==> src/rtl/sync_fifo_lvl_pkg.sv <==
// ----------------------------------------------------------------------------
// sync_fifo_lvl_pkg
//   Shared definitions for the level-tracking synchronous FIFO.
//   - fifo_op_e : encoding of the accepted operation in a cycle
//                 ({push_acc, pop_acc}), used for the level update.
//   - params_ok : legality check of DEPTH and the almost-full/empty
//                 thresholds, used by a simulation assertion in the top.
// ----------------------------------------------------------------------------
package sync_fifo_lvl_pkg;

    typedef enum logic [1:0] {
        OP_IDLE = 2'b00,
        OP_POP  = 2'b01,
        OP_PUSH = 2'b10,
        OP_BOTH = 2'b11
    } fifo_op_e;

    // DEPTH >= 2, AFULL_TH in 1..DEPTH, AEMPTY_TH in 0..DEPTH-1
    function automatic bit params_ok(input int depth, input int afull_th,
                                     input int aempty_th);
        return (depth >= 2) &&
               (afull_th >= 1) && (afull_th <= depth) &&
               (aempty_th >= 0) && (aempty_th <= depth - 1);
    endfunction

endpackage

==> src/rtl/sync_fifo_ptr.sv <==
// ----------------------------------------------------------------------------
// sync_fifo_ptr
//   FIFO address pointer with wrap bit. Counts 0..DEPTH-1 and then returns to
//   0, toggling the wrap bit, so DEPTH need not be a power of two.
// Ports:
//   clk      in   clock, rising edge
//   reset_n  in   asynchronous active-low reset (ptr=0, wrap=0)
//   clr      in   synchronous clear (ptr=0, wrap=0), priority over inc
//   inc      in   advance the pointer by one
//   ptr      out  ADDR_W pointer value
//   wrap     out  wrap bit, toggles each time ptr passes DEPTH-1
// ----------------------------------------------------------------------------
module sync_fifo_ptr #(
    parameter int DEPTH  = 5,
    parameter int ADDR_W = $clog2(DEPTH)
) (
    input  logic              clk,
    input  logic              reset_n,
    input  logic              clr,
    input  logic              inc,
    output logic [ADDR_W-1:0] ptr,
    output logic              wrap
);

    logic [ADDR_W-1:0] ptr_reg;
    logic              wrap_reg;

    always_ff @(posedge clk or negedge reset_n) begin
        if (!reset_n) begin
            ptr_reg  <= '0;
            wrap_reg <= 1'b0;
        end else if (clr) begin
            ptr_reg  <= '0;
            wrap_reg <= 1'b0;
        end else if (inc) begin
            if (ptr_reg == ADDR_W'(DEPTH - 1)) begin
                ptr_reg  <= '0;
                wrap_reg <= ~wrap_reg;
            end else begin
                ptr_reg <= ptr_reg + 1'b1;
            end
        end
    end

    assign ptr  = ptr_reg;
    assign wrap = wrap_reg;

endmodule

==> src/rtl/sync_fifo_lvl.sv <==
// ----------------------------------------------------------------------------
// sync_fifo_lvl
//   Single-clock first-word-fall-through FIFO with occupancy level,
//   programmable almost-full/almost-empty flags and sticky overflow/underflow.
//   Any DEPTH >= 2 is supported (no power-of-two pointer arithmetic).
// Ports:
//   clk, reset_n       clock (rising edge), async active-low reset
//   i_soft_reset       sync clear of pointers, level, memory and errors
//   i_put_en/_data     push request and data
//   i_get_en           pop request
//   o_get_data         head entry mem[rptr], valid when !o_empty
//   o_empty/o_full     level == 0 / level == DEPTH
//   o_afull/o_aempty   level >= AFULL_TH / level <= AEMPTY_TH
//   o_level            occupancy 0..DEPTH
//   i_clr_err          sync clear of sticky errors (a same-cycle set wins)
//   o_overflow         sticky: a push was dropped while full
//   o_underflow        sticky: a pop was ignored while empty
// ----------------------------------------------------------------------------
module sync_fifo_lvl
    import sync_fifo_lvl_pkg::*;
#(
    parameter int DATA_W    = 10,
    parameter int DEPTH     = 5,
    parameter int ADDR_W    = $clog2(DEPTH),
    parameter int AFULL_TH  = DEPTH - 1,
    parameter int AEMPTY_TH = 1
) (
    input  logic              clk,
    input  logic              reset_n,
    input  logic              i_soft_reset,
    input  logic              i_put_en,
    input  logic [DATA_W-1:0] i_put_data,
    input  logic              i_get_en,
    output logic [DATA_W-1:0] o_get_data,
    output logic              o_empty,
    output logic              o_full,
    output logic              o_afull,
    output logic              o_aempty,
    output logic [ADDR_W:0]   o_level,
    input  logic              i_clr_err,
    output logic              o_overflow,
    output logic              o_underflow
);

    logic [DATA_W-1:0] mem_reg [DEPTH];
    logic [ADDR_W:0]   level_reg;
    logic              overflow_reg;
    logic              underflow_reg;

    logic [ADDR_W-1:0] wptr;
    logic [ADDR_W-1:0] rptr;
    logic              wwrap;
    logic              rwrap;
    logic              push_acc;
    logic              pop_acc;
    fifo_op_e          op;

    // A pop frees a slot in the same cycle, so a push into a full FIFO is
    // accepted when it is paired with an accepted pop.
    assign pop_acc  = i_get_en && !o_empty;
    assign push_acc = i_put_en && (!o_full || pop_acc);
    assign op       = fifo_op_e'({push_acc, pop_acc});

    sync_fifo_ptr #(.DEPTH(DEPTH), .ADDR_W(ADDR_W)) u_wptr (
        .clk     (clk),
        .reset_n (reset_n),
        .clr     (i_soft_reset),
        .inc     (push_acc),
        .ptr     (wptr),
        .wrap    (wwrap)
    );

    sync_fifo_ptr #(.DEPTH(DEPTH), .ADDR_W(ADDR_W)) u_rptr (
        .clk     (clk),
        .reset_n (reset_n),
        .clr     (i_soft_reset),
        .inc     (pop_acc),
        .ptr     (rptr),
        .wrap    (rwrap)
    );

    // Storage is cleared on reset so that o_get_data reads 0 afterwards.
    always_ff @(posedge clk or negedge reset_n) begin
        if (!reset_n) begin
            for (int i = 0; i < DEPTH; i++) mem_reg[i] <= '0;
        end else if (i_soft_reset) begin
            for (int i = 0; i < DEPTH; i++) mem_reg[i] <= '0;
        end else if (push_acc) begin
            mem_reg[wptr] <= i_put_data;
        end
    end

    always_ff @(posedge clk or negedge reset_n) begin
        if (!reset_n) begin
            level_reg <= '0;
        end else if (i_soft_reset) begin
            level_reg <= '0;
        end else begin
            case (op)
                OP_PUSH: level_reg <= level_reg + 1'b1;
                OP_POP:  level_reg <= level_reg - 1'b1;
                default: level_reg <= level_reg;
            endcase
        end
    end

    // Sticky errors: a set in the same cycle as i_clr_err wins.
    always_ff @(posedge clk or negedge reset_n) begin
        if (!reset_n) begin
            overflow_reg  <= 1'b0;
            underflow_reg <= 1'b0;
        end else if (i_soft_reset) begin
            overflow_reg  <= 1'b0;
            underflow_reg <= 1'b0;
        end else begin
            if (i_put_en && !push_acc)
                overflow_reg <= 1'b1;
            else if (i_clr_err)
                overflow_reg <= 1'b0;

            if (i_get_en && o_empty)
                underflow_reg <= 1'b1;
            else if (i_clr_err)
                underflow_reg <= 1'b0;
        end
    end

    assign o_get_data  = mem_reg[rptr];
    assign o_level     = level_reg;
    assign o_empty     = (level_reg == '0);
    assign o_full      = (level_reg == (ADDR_W+1)'(DEPTH));
    assign o_afull     = (level_reg >= (ADDR_W+1)'(AFULL_TH));
    assign o_aempty    = (level_reg <= (ADDR_W+1)'(AEMPTY_TH));
    assign o_overflow  = overflow_reg;
    assign o_underflow = underflow_reg;

    // Cross-check: pointers equal with equal wrap bits means empty, with
    // differing wrap bits means full; both must agree with the level counter.
    logic ptr_empty;
    logic ptr_full;
    assign ptr_empty = (wptr == rptr) && (wwrap == rwrap);
    assign ptr_full  = (wptr == rptr) && (wwrap != rwrap);

    a_params_ok: assert property (@(posedge clk)
        params_ok(DEPTH, AFULL_TH, AEMPTY_TH));
    a_empty_agree: assert property (@(posedge clk) disable iff (!reset_n)
        ptr_empty == o_empty);
    a_full_agree: assert property (@(posedge clk) disable iff (!reset_n)
        ptr_full == o_full);

endmodule
==> config.mk <==
export PLATFORM = sky130hd
export DESIGN_NAME = sync_fifo_lvl
export DESIGN_NICKNAME = d
export VERILOG_FILES = /design/src/rtl/sync_fifo_lvl_pkg.sv /design/src/rtl/sync_fifo_ptr.sv /design/src/rtl/sync_fifo_lvl.sv
export SDC_FILE = /design/constraint.sdc
export NUM_CORES = 1
export LEC_CHECK = 0
export ABC_AREA = 0
export CELL_PAD_IN_SITES_DETAIL_PLACEMENT = 1
export CELL_PAD_IN_SITES_GLOBAL_PLACEMENT = 2
export CORE_ASPECT_RATIO = 1.5
export CORE_MARGIN = 2
export CORE_UTILIZATION = 28
export CTS_CLUSTER_DIAMETER = 30
export DETAILED_ROUTE_END_ITERATION = 12
export PLACE_DENSITY = 0.72
export SYNTH_ARGS = -nofsm -noshare
export SYNTH_HDL_FRONTEND = slang
export SYNTH_HIERARCHICAL = 1
export SYNTH_SLANG_ARGS = --single-unit
==> constraint.sdc <==
create_clock -name clk -period 4.3 [get_ports clk]
set_clock_uncertainty 0.15 [all_clocks]
set_input_delay 0.645 -clock clk [delete_from_list [all_inputs] [get_ports clk]]
set_output_delay 0.645 -clock clk [all_outputs]
set_load 0.1 [all_outputs]
* Word-level counts from Yosys, hierarchy flattened *
Cells that the tools add are included.

storage, ports and cells
  output and inout bits = 20
  bits of input ports = 16
  word-level logic and storage cells = 62
  register bits = 62

cells by class
  multiplexer cells = 21
  reduce and logical (&&, ||, !) cells = 15
  equality and inequality tests = 5
  $lt $le $gt $ge = 5
  bitwise gates (word level) = 2
  add/subtract/negate cells = 4

operators by type and width
  cell                                                            count
  two-way mux 50 bit                                              2
  bitwise mux 50 bit                                              1
  binary-select mux 10 bit (select 3 bit)                         1
  demux 10 bit (select 3 bit)                                     1
  two-way mux 10 bit                                              3
  two-way mux 3 bit                                               6
  nonzero test 3 bit                                              3
  >= comparator 4 bit, second input constant                      2
  NOT 3 -> 4 bit                                                  2
  case mux 4 bit (2 select lines)                                 1
  adder 3 x 1 -> 3 bit, second input constant                     2
  == test 3 bit, second input constant                            2
  logical AND 1 bit                                               5
  two-way mux 1 bit                                               5
  adder 4 x 1 -> 4 bit, second input constant                     1
  == test 4 x 3 -> 1 bit, second input constant                   1
  >= comparator 4 x 3 -> 1 bit, second input constant             1
  less-or-equal comparator 4 x 1 -> 1 bit, second input constant  1
  zero test 4 bit                                                 1
  less-than comparator 4 x 1 -> 1 bit, second input constant      1
  two-way mux 4 bit                                               1
  nonzero test 2 bit                                              2
  subtractor 4 x 1 -> 4 bit, second input constant                1
  zero test 1 bit                                                 3
  other kinds (3)                                                 3

* Logic depth before layout (Yosys ltp) *
Gate-level depths: netlist of run 1.

  word-level depth = 9
  mapped depth = 9

* By module *
The synthesis of run 1 kept the hierarchy.

modules (own cells, without submodules)
  module         seq. area each (um^2)  area each (um^2)  times used  cells an instance
  sync_fifo_lvl  1401.3                 2910.3            1           278
  sync_fifo_ptr  100.1                  209.0             2           20

* Worst setup path before layout of run 1 *
Ideal clock, no wire load.

  path type = register -> output
  start = reg u_rptr.ptr_reg[0] (netlist: u_rptr/ptr[0])
  end = out o_get_data[8]
  arrival time = 3.200 ns
  path slack = 0.305 ns
  cell stages (with the launch flop) = 4
  data required time = 3.505 ns
  cell sequence = dfrtp_1 -> buf_2 -> clkbuf_1 -> o32ai_1

between the ends
  word-level cells in the longest chain between the ends = 4

ends and longest elaborated chain
  item                                                    RTL line              text
  from (decl)                                             sync_fifo_ptr.sv:25   logic [ADDR_W-1:0] ptr_reg;
  from (signal assigned)                                  sync_fifo_ptr.sv:40   ptr_reg <= ptr_reg + 1'b1;
  NOT 3 -> 4 bit (not written as such)                    sync_fifo_lvl.sv:128  assign o_get_data = mem_reg[rptr];
  binary-select mux 10 bit (select 3 bit)                 sync_fifo_lvl.sv:128
  two-way mux 10 bit (not written as such) (2 in series)  sync_fifo_lvl.sv:128
  to (decl)                                               sync_fifo_lvl.sv:34   output logic [DATA_W-1:0] o_get_data,

Every way passes these cells. The select of a mux whose other input is x is not followed.

* Worst setup path in the final report of run 1 *
  start = reg level_reg[1] (netlist: o_level[1])
  end = out o_full

between the ends
  word-level cells in the longest chain between the ends = 1

ends and longest elaborated chain
  item                    RTL line              text
  from (decl)             sync_fifo_lvl.sv:46   logic [ADDR_W:0] level_reg;
  from (signal assigned)  sync_fifo_lvl.sv:100  OP_PUSH: level_reg <= level_reg + 1'b1;
  from (signal assigned)  sync_fifo_lvl.sv:101  OP_POP: level_reg <= level_reg - 1'b1;
  from (signal assigned)  sync_fifo_lvl.sv:102  default: level_reg <= level_reg;
  == test 4 x 3 -> 1 bit  sync_fifo_lvl.sv:131  assign o_full = (level_reg == (ADDR_W+1)'(DEPTH));
  to (decl)               sync_fifo_lvl.sv:36   output logic o_full,

Every way passes these cells.

==> results of run 1 <==
worst register-to-register path, delay by kind of cell (launching register included):
family | cells | cell delay, ps
simple gates | 3 | 850
mux | 1 | 270
flops | 1 | 460
buf+inv | 2 | 350
fa+ha+maj | 1 | 200
compound gates | 1 | 370
cells in the final DEF (no fill, tap or decap), drive strengths merged, types with 4 or more instances in the layout:
cell type / instances
dfrtp: 62
o22ai: 9
a21oi: 15
ha: 7
nor3: 5
nor2: 72
clkbuf: 13
nand3: 5
nand2b: 4
inv: 11
mux2i: 70
buf: 17
nand2: 4
clkdlybuf4s50: 22
area by class of cell:
type	count	area (µm²)
inverters	11	41.3
clock buffers	13	280
well taps	150	188
repair buffers	39	343
fillers	1309	7440
clock inverters	3	40.0
multi-input cells	219	1530
flip-flops and latches	62	1550
routing by layer:
metal / share of wire / GRT usage / up-vias / wire length (µm)
met1: 0.42 / 0.163 / 1211 / 3450
met2: 0.52 / 0.252 / 39 / 4250
li1: - / - / 1141 / -
met3: 0.040 / 0.0406 / 8 / 326
met5: 0 / 0 / - / 0
met4: 0.013 / 0.0531 / 0 / 109
power by group:
part / total [mW] / leakage [nW] / switching [mW] / internal, mW
logic: 0.840 / 1.03 / 0.619 / 0.221
registers: 0.676 / 0.853 / 0.0557 / 0.620
clock network: 0.754 / 0.162 / 0.245 / 0.509
worst min path at each step:
stage	startpoint	to	slack [ps]	cells past startpoint
finish	reset_n	o_level[2]	70	1
global route	reset_n	o_level[2]	80	1
CTS	reset_n	o_level[2]	60	1
detailed placement	mem_reg[18]	mem_reg[18]	360	2
global placement	mem_reg[18]	mem_reg[18]	350	2
floorplan	reset_n	mem_reg[0]	200	0
stage by stage:
stage                     instance area [µm²]  std cells
after CTS                                3970        497
after global placement                   3650        481
after floorplan                          3230        310
after global routing                     3970        497
after detailed placement                 3650        481
final                                    3970        497
==> results.yml, run 1 <==
outcome:
  status: "completed"
worst_setup_path:
  rr_startpoint: "o_level[1]"
  rr_worst_depth: 8
  arrival_ps: 2450
  r2r-end: "mem_reg[12]"
  critical-path-top-delay-family: "buffers and inverters"
  timing.critical_path.from: "o_level[1]"
  r2r_slack_ps: 1520
  endpoint: "o_full"
  cp_max_fo: 7
  critPathMaxStageDelay_ps: 1140
  critical_path.cell_chain: "inv_1 -> ha_1 -> nand2_1 -> nor2_1 -> clkdlybuf4s50_1"
  end_kind: "primary output"
  path_buf_inv: 2
  path_class: "reg2out"
  crit_cells: 5
  cp.required_ps: 3500
  start_kind: "flop"
  critPathSlowestCell: "clkdlybuf4s50_1"
clock_network:
  cts_hold_buf: 0
  cts_resized: 0
  h-tree-depth: 3
  clock-sinks: 62
  cts.path.max_buffers: 2
  clk_latency_ps: 320
  post-cts-setup-buffers: 0
  cts_inserted_buffers: 9
  cts_tree: "yes"
  cts_root_buf: "clkbuf_16"
  path_clk_slew_ps: 50
floorplan:
  rows: 48
  core_area_um2: 11400
  io_pins: 36
  die_w_um: 91.7
  fp.dieH_um: 136
  start_util: 0.283
  dieArea_um2: 12400
timing:
  final.setup.tns_ps: 0
  post-route-period-util: 0.754
  finalHoldViolations: 0
  whs_ps: 66.0
  timing.slew.headroom: 0.343
  fin_crit_ps: 3240
  finalSetupViolations: 0
  slew_viol_final: 0
  max_freq_mhz: 309
  worst_pin_slew_ps: 982
  rsz0062_at_grt: "false"
  final.setup.worst_slack_ps: 1060
final_layout:
  layout.nets: 365
  area_growth_pct: 22.9
  largest_register_ffs: 50
  finish.utilization: 0.348
  diodes: 0
  drive_above_1_share: 0.112
global_routing:
  grt_max_degree: 50
  grt_pass1_vias: 2678
  grt_usage: 0.142
  grt_overflow_total: 0
  grt_first_pass_wirelength_um: 13600
  antenna_found_initial: 0
logic_synthesis:
  syn-cell-area_um2: 3230
  syn-num-nets: 333
  yosysWarnings: 6
  netlist_instances: 310
  avgSynthCellArea_um2: 10.4
drt:
  num_vias: 2399
  wire_per_inst_um: 16.4
  first_pass_iters: 4
  drtIter0Drc: 95
  viasPerCell: 4.83
  drc: 0
  antenna_left: 0
  wirelength_um: 8140
pwr:
  p_leak_nw: 2.04
  p_per_area_nw_per_um2: 571
  power_mw: 2.27
  ir_drop_v: 0.000682
place:
  routabilityCongestion: 0.668
  dp_hpwl_um: 5440
  pre_cts_ws_ps: 1120
  io_buffers: 35
min_path:
  hp-class: "in2async"
flow_run:
  drv_cap: 0
No activity file was read; power rests on OpenSTA's default activity.
==> run 2, diff against run 1 <==
--- a/config.mk
+++ b/config.mk
@@ -13,7 +13,7 @@
 export CORE_UTILIZATION = 28
 export CTS_CLUSTER_DIAMETER = 30
 export DETAILED_ROUTE_END_ITERATION = 12
-export PLACE_DENSITY = 0.72
+export PLACE_DENSITY = 0.75
 export SYNTH_ARGS = -nofsm -noshare
 export SYNTH_HDL_FRONTEND = slang
 export SYNTH_HIERARCHICAL = 1
==> constraint.sdc (replaced) <==
create_clock -name clk -period 2.6 [get_ports clk]
set_clock_uncertainty 0.15 [all_clocks]
set_input_delay 0.39 -clock clk [delete_from_list [all_inputs] [get_ports clk]]
set_output_delay 0.39 -clock clk [all_outputs]
set_load 0.1 [all_outputs]
==> results.yml, run 2 (synthesis gave the netlist of run 1 again) <==
place:
  dp_cells: 496
  routabilityCongestion: 0.758
  io_buffers: 35
  dp_hpwl_um: 5840
pwr:
  p_per_area_nw_per_um2: 898
  p_leak_nw: 2.20
  power_mw: 3.93
  ir_drop_v: 0.00123
drt:
  num_vias: 2468
  drtIter0Drc: 68
  wire_per_inst_um: 16.2
  drc: 0
  first_pass_iters: 4
  wirelength_um: 8300
  antenna_left: 0
  viasPerCell: 4.82
global_routing:
  antenna_found_initial: 0
  grt_overflow_total: 0
  grt_usage: 0.146
  grt_max_degree: 40
  grt_first_pass_wirelength_um: 14000
  grt_pass1_vias: 2706
timing:
  max_freq_mhz: 410
  timing.slew.headroom: 0.650
  finalSetupViolations: 0
  fin_crit_ps: 2440
  post-route-period-util: 0.939
  slew_viol_final: 0
  worst_pin_slew_ps: 525
  rsz0062_at_grt: "false"
  finalHoldViolations: 0
final_layout:
  layoutNonFillerInstCount: 512
  final_cell_mix: "70 x mux2i_1, 70 x nor2_1, 57 x dfrtp_1"
  fill_cells: 1264
  area_growth_pct: 35.3
  area.sequential_um2: 1560
  largest_register_ffs: 50
  finish.utilization: 0.383
  multi_input_comb_area_um2: 1640
  diodes: 0
  drive_above_1_share: 0.232
  layout.nets: 381
clock_network:
  clock-sinks: 62
  clk_latency_ps: 320
  post-cts-setup-buffers: 0
  cts_root_buf: "clkbuf_16"
  path_clk_slew_ps: 50
  h-tree-depth: 3
  cts_tree: "yes"
  cts.path.max_buffers: 2
  cts_inserted_buffers: 9
worst_setup_path:
  critical_path.cell_chain: "inv_4 -> ha_1 -> nand2_1 -> o31ai_1 -> inv_1 -> nand4b_1 -> buf_12 -> mux2i_1 -> nor2_1"
  cp.required_ps: 2640
  start_kind: "flop"
  critPathSlowestCell: "dfrtp_4"
  critPathMaxStageDelay_ps: 520
  arrival_ps: 2480
  path_class: "reg2reg"
  r2r_slack_ps: 160
  cp_max_fo: 10
  end_kind: "flop"
  rr_worst_depth: 9
  rr_startpoint: "o_level[1]"
  r2r-end: "mem_reg[12]"
floorplan:
  fp.dieH_um: 136
  die_w_um: 91.7
  io_pins: 36
  rows: 48
  core_area_um2: 11400
  start_util: 0.283
  dieArea_um2: 12400
outcome:
  status: "completed"
flow_run:
  drv_cap: 0
min_path:
  hp-class: "in2async"
[run 2: worst max-delay path, delay by kind of cell (launching register included)]
family	cells	cell delay, ps
AO/OA/AOI/OAI	1	440
AND/OR/NAND/NOR	3	340
multiplexers	1	210
buffers and inverters	3	450
flip-flops	1	520
adder cells (fa/ha/maj)	1	190
[run 2: area by class of cell]
type / instances / area share
multi-input cells: 219 / 0.376
flip-flops and latches: 62 / 0.357
repair buffers: 55 / 0.150
clock inverters: 1 / 0.00114
well taps: 150 / 0.0429
inverters: 11 / 0.0106
clock buffers: 14 / 0.0626
[run 2: power breakdown]
group	switching [mW]	leakage, nW	internal, mW	total [mW]
Combinational	1.09	1.21	0.590	1.69
Clock	0.381	0.139	0.715	1.10
Sequential	0.113	0.845	1.04	1.15
[run 2: worst max-delay path by stage]
stage	cells past startpoint	slack (ps)	start	end
5_1_grt	9	7	o_level[1]	mem_reg[11]
4_1_cts	9	140	o_level[1]	mem_reg[12]
3_3_place_gp	9	250	o_level[1]	mem_reg[19]
3_5_place_dp	9	150	o_level[1]	mem_reg[12]
2_1_floorplan	7	-360	o_level[1]	o_level[3]
6_report	9	160	o_level[1]	mem_reg[12]
[run 2: through the flow]
step | hold WS (ps) | setup TNS, ps | worst slack (ps) | instance area [µm²]
final | 343 | 0 | 158 | 4380
after global routing | 378 | 0 | 6.84 | 4380
after CTS | 347 | 0 | 140 | 4380
after detailed placement | 139 | 0 | 149 | 4090
after global placement | 139 | 0 | 252 | 4090
after floorplan | -55.6 | -919 | -362 | 3360
[run 2: what timing repair did]
action / in CTS / in global routing
endpoints found under the hold margin: 9 / 0
hold buffers: 1 / 0
resized for setup: 1 / 0
endpoints found under the setup margin: 2 / 0
[run 2: metal layers]
layer | vias up | share of wire | GRT usage
met5 | - | 0 | 0
met1 | 1251 | 0.43 | 0.171
met3 | 11 | 0.031 | 0.0273
met4 | 0 | 0.014 | 0.0539
li1 | 1171 | - | -
met2 | 35 | 0.53 | 0.263
==> run 3, diff against run 2 <==
--- a/config.mk
+++ b/config.mk
@@ -14,6 +14,7 @@
 export CTS_CLUSTER_DIAMETER = 30
 export DETAILED_ROUTE_END_ITERATION = 12
 export PLACE_DENSITY = 0.75
+export SKIP_LAST_GASP = 1
 export SYNTH_ARGS = -nofsm -noshare
 export SYNTH_HDL_FRONTEND = slang
 export SYNTH_HIERARCHICAL = 1
==> results of run 3 <==
No change in the layout: final DEF, timing and power equal those of run 2.
